**src/rtl/add_seq_pkg.sv**
```systemverilog
// Shared constants and state encoding for the multi-word add/subtract sequencer.
package add_seq_pkg;

    localparam int unsigned WORD_W = 16;

    typedef enum logic [1:0] {
        IDLE = 2'd0,
        RUN  = 2'd1,
        DONE = 2'd2
    } state_t;

endpackage

```
**src/rtl/sixteen_adder.sv**
```systemverilog
// 16-bit ripple-style adder slice with carry in/out.
module sixteen_adder (
    input  logic [15:0] A,
    input  logic [15:0] B,
    input  logic        Cin,
    output logic [15:0] S,
    output logic        Cout
);

    // Full 17-bit sum so the carry falls out of the top bit.
    always_comb begin
        {Cout, S} = 17'(A) + 17'(B) + 17'(Cin);
    end

endmodule

```
**src/rtl/multiword_add_seq.sv**
```systemverilog
// Time-shares one 16-bit adder to add/subtract NWORDS*16-bit operands, LSW first.
module multiword_add_seq
    import add_seq_pkg::*;
#(
    parameter int unsigned NWORDS = 4
) (
    input  logic                       clk,
    input  logic                       rst_n,
    input  logic                       in_valid,
    output logic                       in_ready,
    input  logic [NWORDS*WORD_W-1:0]   in_a,
    input  logic [NWORDS*WORD_W-1:0]   in_b,
    input  logic                       in_cin,
    input  logic                       in_sub,
    output logic                       out_valid,
    input  logic                       out_ready,
    output logic [NWORDS*WORD_W-1:0]   out_sum,
    output logic                       out_cout,
    output logic                       out_ovf
);

    localparam int unsigned W     = NWORDS * WORD_W;
    localparam int unsigned CNT_W = (NWORDS > 1) ? $clog2(NWORDS) : 1;
    localparam logic [CNT_W-1:0] LAST_CNT = CNT_W'(NWORDS - 1);

    state_t state_q;
    state_t state_d;

    logic [CNT_W-1:0]                 cnt_q;
    logic                             carry_q;
    logic [NWORDS-1:0][WORD_W-1:0]    a_q;
    logic [NWORDS-1:0][WORD_W-1:0]    b_q;
    logic [NWORDS-1:0][WORD_W-1:0]    sum_q;
    logic                             cout_q;
    logic                             ovf_q;
    logic                             valid_q;

    logic                             accept;
    logic                             step;
    logic                             last;
    logic                             release_res;

    logic [WORD_W-1:0]                slice_a;
    logic [WORD_W-1:0]                slice_b;
    logic [WORD_W-1:0]                slice_s;
    logic                             slice_co;

    // Request side is ready only while no operation is in flight.
    assign in_ready  = (state_q == IDLE);
    assign out_valid = valid_q;
    assign out_sum   = sum_q;
    assign out_cout  = cout_q;
    assign out_ovf   = ovf_q;

    assign slice_a = a_q[cnt_q];
    assign slice_b = b_q[cnt_q];

    sixteen_adder u_adder (
        .A    (slice_a),
        .B    (slice_b),
        .Cin  (carry_q),
        .S    (slice_s),
        .Cout (slice_co)
    );

    // State register.
    always_ff @(posedge clk) begin
        if (!rst_n) begin
            state_q <= IDLE;
        end else begin
            state_q <= state_d;
        end
    end

    // Next-state and datapath strobes.
    always_comb begin
        state_d     = state_q;
        accept      = 1'b0;
        step        = 1'b0;
        last        = 1'b0;
        release_res = 1'b0;
        case (state_q)
            IDLE: begin
                if (in_valid) begin
                    accept  = 1'b1;
                    state_d = RUN;
                end
            end
            RUN: begin
                step = 1'b1;
                if (cnt_q == LAST_CNT) begin
                    last    = 1'b1;
                    state_d = DONE;
                end
            end
            DONE: begin
                if (out_ready) begin
                    release_res = 1'b1;
                    state_d     = IDLE;
                end
            end
            default: begin
                state_d = IDLE;
            end
        endcase
    end

    // Operand capture; B is pre-inverted for subtraction.
    always_ff @(posedge clk) begin
        if (accept) begin
            a_q <= in_a;
            b_q <= in_b ^ {W{in_sub}};
        end
    end

    // Slice counter, carry chain and result registers.
    always_ff @(posedge clk) begin
        if (!rst_n) begin
            cnt_q   <= '0;
            carry_q <= 1'b0;
            sum_q   <= '0;
            cout_q  <= 1'b0;
            ovf_q   <= 1'b0;
            valid_q <= 1'b0;
        end else begin
            if (accept) begin
                cnt_q   <= '0;
                carry_q <= in_sub | in_cin;
            end
            if (step) begin
                sum_q[cnt_q] <= slice_s;
                carry_q      <= slice_co;
                cnt_q        <= cnt_q + CNT_W'(1);
            end
            if (last) begin
                cout_q  <= slice_co;
                ovf_q   <= (slice_a[WORD_W-1] == slice_b[WORD_W-1]) &&
                           (slice_s[WORD_W-1] != slice_a[WORD_W-1]);
                valid_q <= 1'b1;
            end
            if (release_res) begin
                valid_q <= 1'b0;
            end
        end
    end

endmodule

```
**config.mk**
```make
export PLATFORM = sky130hd
export DESIGN_NAME = multiword_add_seq
export DESIGN_NICKNAME = d
export VERILOG_FILES = /design/src/rtl/add_seq_pkg.sv /design/src/rtl/sixteen_adder.sv /design/src/rtl/multiword_add_seq.sv
export SDC_FILE = /design/constraint.sdc
export NUM_CORES = 1
export LEC_CHECK = 0
export ABC_AREA = 1
export CAP_MARGIN = 20
export CORE_ASPECT_RATIO = 2
export CORE_MARGIN = 5
export CORE_UTILIZATION = 51
export DETAILED_ROUTE_END_ITERATION = 10
export PLACE_DENSITY_LB_ADDON = 0.25
export SLEW_MARGIN = 20
export SYNTH_ARGS = -nofsm -noshare
export SYNTH_HDL_FRONTEND = slang
export SYNTH_SLANG_ARGS = --single-unit
export TNS_END_PERCENT = 20
```
**constraint.sdc**
```tcl
create_clock -name clk -period 4.5 [get_ports clk]
set_input_delay 0.9 -clock clk [delete_from_list [all_inputs] [get_ports clk]]
set_output_delay 0.9 -clock clk [all_outputs]
set_load 0.02 [all_outputs]
```
=== Yosys cells after proc, flatten, opt, wreduce, memory -nomap -nowiden ===
Index checks and enable logic that the tools add are counted.

* $add $sub $neg: 3
* Order comparisons: 2
* Equal/unequal tests: 8
* Mux-type cells: 22
* Bitwise operators: 3
* Reductions and logical operators: 6

{| class="wikitable"
|+ Operators with widths
! cell !! number
|-
| 16-bit binary-select mux with 2-bit select || 2
|-
| 64-bit bitwise mux || 1
|-
| 64-bit bitwise XOR || 1
|-
| 16-bit 2-to-1 mux || 3
|-
| 16-bit demux with 2-bit select || 1
|-
| 16-bit by 16-bit adder with 17-bit output || 1
|-
| 17-bit by 1-bit adder with 17-bit output || 1
|-
| 2-bit 2-to-1 mux || 5
|-
| 1-bit 2-to-1 mux || 9
|-
| 2-bit != test (second input constant) || 3
|-
| 2-bit case mux with 3 select lines || 1
|-
| 2-bit == test (second input constant) || 2
|-
| 2-bit by 3-bit < comparator with 1-bit output (second input constant) || 1
|-
| 3-bit AND reduction || 1
|-
| 2-bit by 1-bit adder with 2-bit output (second input constant) || 1
|-
| 2-bit by 1-bit == test with 1-bit output (second input constant) || 1
|-
| 2-bit by 1-bit >= comparator with 1-bit output (second input constant) || 1
|-
| 1-bit logical AND || 2
|-
| 2-bit zero test || 1
|-
| 2-bit nonzero test || 1
|-
| 2-bit OR reduction || 1
|-
| 1-bit == test || 1
|-
| 1-bit != test || 1
|-
| 1-bit inverter || 1
|-
| 1-bit OR || 1
|}

* Bits in registers: 200
* Input bits: 134
* Output and inout port bits: 68

=== Depth between registers and ports, before layout ===
* Depth in word-level cells: 6
* Depth in mapped cells: 18
* Gate-level depth less buffers: 15

=== Modules after synthesis ===
A second synthesis with hierarchy kept.

* Cells, all modules: 919
* Area, all modules: 9123.8 um2

{| class="wikitable"
|+ Modules (own cells, without submodules)
! module !! instances !! cells each !! area each (um2) !! sequential area each (um2)
|-
| multiword_add_seq || 1 || 731 || 8125.3 || 5285.1
|-
| sixteen_adder || 1 || 188 || 998.5 || 0.0
|}

=== Least setup slack after synthesis ===
OpenSTA, ideal clock, no wires.

* Path kind: input-to-reg
* Start point: input in_valid
* End point: register cnt_q[0]
* Arrival time: 3.939 ns
* Setup slack: 0.434 ns
* Stages on the path: 5
* Path buffers: 0
* Path through: nand2_1 > inv_1 > nor2_1 > nor2_1 > a211oi_1

* Longest elaborated chain between the ends: 3

{| class="wikitable"
|+ RTL lines
! what !! line !! text
|-
| from (decl) || multiword_add_seq.sv:9 || <nowiki>input logic in_valid,</nowiki>
|-
| 1-bit 2-to-1 mux || multiword_add_seq.sv:84 || <nowiki>if (in_valid) begin</nowiki>
|-
| 1-bit 2-to-1 mux || multiword_add_seq.sv:82 || <nowiki>case (state_q)</nowiki>
|-
| named net accept || multiword_add_seq.sv:38 || <nowiki>logic accept;</nowiki>
|-
| 2-bit nonzero test (no source line) || n/a ||
|-
| to (signal assigned) || multiword_add_seq.sv:133 || <nowiki>cnt_q <= cnt_q + CNT_W'(1);</nowiki>
|-
| to (decl) || multiword_add_seq.sv:29 || <nowiki>logic [CNT_W-1:0] cnt_q;</nowiki>
|}

The timed path passes the listed nets, and every way through them passes these cells.
A chain may end at the register's enable or synchronous reset.

=== Worst setup path after layout ===
* Start point: register cnt_q[0]
* End point: register sum_q, in the netlist out_sum[24]

* Longest elaborated chain between the ends: 5
* Elaborated cells between the ends (all ways): 12

{| class="wikitable"
|+ RTL lines
! what !! line !! text
|-
| 16-bit binary-select mux with 2-bit select (tied with other cells) || multiword_add_seq.sv:55 || <nowiki>assign slice_a = a_q[cnt_q];</nowiki>
|-
| 16-bit 2-to-1 mux (implied by the code) (tied with other cells) || multiword_add_seq.sv:55 ||
|-
| 16-bit by 16-bit adder with 17-bit output or 16-bit 2-to-1 mux (tied branches) || sixteen_adder.sv:12, multiword_add_seq.sv:131 ||
|-
| 17-bit by 1-bit adder with 17-bit output or 16-bit demux with 2-bit select (tied branches) || sixteen_adder.sv:12, multiword_add_seq.sv:131 ||
|-
| 64-bit bitwise mux * || multiword_add_seq.sv:131 || <nowiki>sum_q[cnt_q] <= slice_s;</nowiki>
|-
| to (signal, indexed assignment) || multiword_add_seq.sv:131 ||
|-
| to (decl) || multiword_add_seq.sv:33 || <nowiki>logic [NWORDS-1:0][WORD_W-1:0] sum_q;</nowiki>
|}

Mark *: on every way between the ends. The rest lies on a longest branch, timed or not. The select of a mux whose other input is x is not followed.

==> run metrics <==
Yosys cell types 31; hold endpoint out_sum[33]; dpl cell area 11200 um^2; mean post-synth cell area 10.2 um^2; cts bufs inserted 17; Cells after Synth 895; worst min-delay path category reg -> reg; Final nets 1233; critical path type reg -> reg; number of global-route vias before repair 6798; max-cap viol count 0; GP Congestion 0.896; Post-synth EDFFs 128; # port buffers 201; Final HPWL DP 15.9 mm; post-synth top area cell edfxtp_1; num rows 69; drt drc 0; Seq/Total Area, Yosys 58.1%; initial antenna violation count 0; chip height 199 um; first-pass GRT wire length 34.7 mm; endpoints failing hold 0; clk slew on worst S/H paths 0.07 ns; Antenna Nets Post-Route 0; initial core utilization 51.4%; FF-to-FF setup slack 0.99 ns; dominant cells by area after synthesis edfxtp_1, dfxtp_1, xor2_1; Synth top area share 42.2%; Vias 6904; Setup Fix Bufs, Post-CTS 0; Post-Route WL 22.1 mm; Setup crit start kind flip-flop; largest net degree at the start of global routing 69; leakage 0.00481 uW; TritonCTS clock tree built; worst hold stages 2; Final Non-Filler Cells 1304; Ant. Diodes 0; Slew @ Worst Pin 1.01 ns; clk buf depth 2; Worst Path Required 4.88 ns; worst flop-to-flop path startpoint cnt_q[0]; crit-path max FO 68; fmax 285 MHz; Worst slew margin 32.3%; Reg2Reg Depth 12; Layout area overhead 29.6%; CP Data Arrival Time 3.89 ns; Synth async-reset ratio 0%; Synth top cells by count edfxtp_1, nand2_1, nor2_1; Clock Skew 0.0120 ns; clk_lat worst skew 0.44 ns; setup_tns 0 ns; hold path startpoint out_sum[33]; Ports 202; Multi-input gate area 3230 um^2; Starting DRT DRC Count 265; Synth Register Bits 200; Period Utilization, post-route 78.0%; ys flop type edfxtp_1; First-pass DRT Iterations 7; placed cells 1272; TritonCTS Sinks 200; total core area 17700 um^2; count of final max-slew check failures 0; most frequent cell after synthesis edfxtp_1; DR WL/cell 17.0 um; syn nets 1050; status completed; Die Wd 104 um; CTS resizes 0; cell area after synthesis 9100 um^2; final setup fails 0; Setup crit end kind flip-flop; Synthesis Warnings 0; CTS root buffer clkbuf_16; worst flop-to-flop path endpoint out_sum[24]; Final Critical Period 3.51 ns; die area 20800 um^2; gr usage total 21.2%; grt total ovfl 0; P per Cell Area 400 nW/um^2; RSZ-0062 raised after global routing false; # hold bufs at CTS 0; fillers 1385; Via-to-Cell Ratio 5.29; Reg area 5290 um^2; maximum VDD drop 0.281 mV; layout cell share with drive strength beyond 1 5.59%; H-tree depth 4; post-route cell area 11800 um^2
[stage by stage]
step	power, uW	setup slack, ns	utilization [%]	hold WS, ns
after global placement	3180	1.47	63.3	0.453
final	4720	0.992	66.7	0.469
after floorplan	2810	0.434	-	0.470
after CTS	4750	1.34	66.7	0.469
after global routing	4940	0.645	66.7	0.491
after detailed placement	3200	1.36	63.3	0.457
[logic make-up (layout without fill, tap and decap cells)]
group	count (synthesis)	after routing	synth area share, %
simple gates	267	267	12.4
compound gates	203	203	13.2
fa+ha+maj	21	21	3.05
flops	200	200	58.1
buf+inv	134	330	6.45
xor+xnor	70	70	6.74
[cell type report]
class	count	share of cell area, %
tap	213	2.26
inverter	91	3.01
clock inverter	14	1.44
sequential	200	44.8
multi-input combinational	561	27.4
clock buffer	18	3.64
timing repair buffer	207	17.5
[metal layers]
metal  track usage (%)  wire length, um  share of wire [%]  vias up
met5                 0                0                  0        -
met3              4.38             1080                4.9       50
met4              10.3              834                3.8        0
li1                  -                -                  -     3402
met1              22.9             7910                 36     3235
met2              39.0            12300                 56      217
[worst max-delay path by stage]
stage	from	cells after the start	to	slack, ns
after detailed placement	cnt_q[0]	12	out_sum[24]	1.36
after floorplan	in_valid	5	cnt_q[0]	0.43
after CTS	cnt_q[0]	12	out_sum[24]	1.34
after global placement	cnt_q[0]	12	out_sum[40]	1.47
after global routing	cnt_q[0]	12	out_sum[8]	0.64
final	cnt_q[0]	12	out_sum[24]	0.99
[state kept, by name, summed over array words and instances, names as in the netlist]
name	count
a_q	64
out_ovf	1
out_valid	1
b_q	64
state_q	2
out_cout	1
carry_q	1
cnt_q	2
out_sum	64
[report_power, final]
group          switching (uW)  total, uW  internal, uW
Combinational             642       1030           385
Clock                     681       1560           879
Sequential               40.0       2140          2100
Total                    1360       4720          3360
[worst max-delay path: stages (launching register included)]
cell	delay (ns)
dfxtp_2	0.34
clkinv_2	0.65
o21ai_0	0.42
o22ai_1	0.14
fa_1	0.45
fa_1	0.43
nand3_1	0.11
nand2_1	0.12
nand2_1	0.09
nand2_1	0.12
xor2_1	0.42
o21bai_1	0.11
inv_1	0.06
[cells in the final DEF, fill, tap and decap left out, types with 2 or more instances in the layout]
cell,instances
clkdlybuf4s50_1,199
bufinv_16,3
inv_1,75
nand3_1,52
buf_4,6
o22ai_1,31
clkinvlp_4,3
nor2_8,2
a21oi_1,25
o21a_1,28
edfxtp_1,128
clkinv_1,3
a21oi_2,3
nand2_1,123
fa_1,2
xor2_1,70
o211ai_1,5
nor3_1,3
inv_4,5
inv_6,3
o21ai_0,65
o21bai_1,21
dfxtp_1,71
o21ai_1,23
nor2_1,82
nand2_4,3
inv_2,10
clkbuf_16,17
ha_1,19
Power figures use the tool's default switching activity.
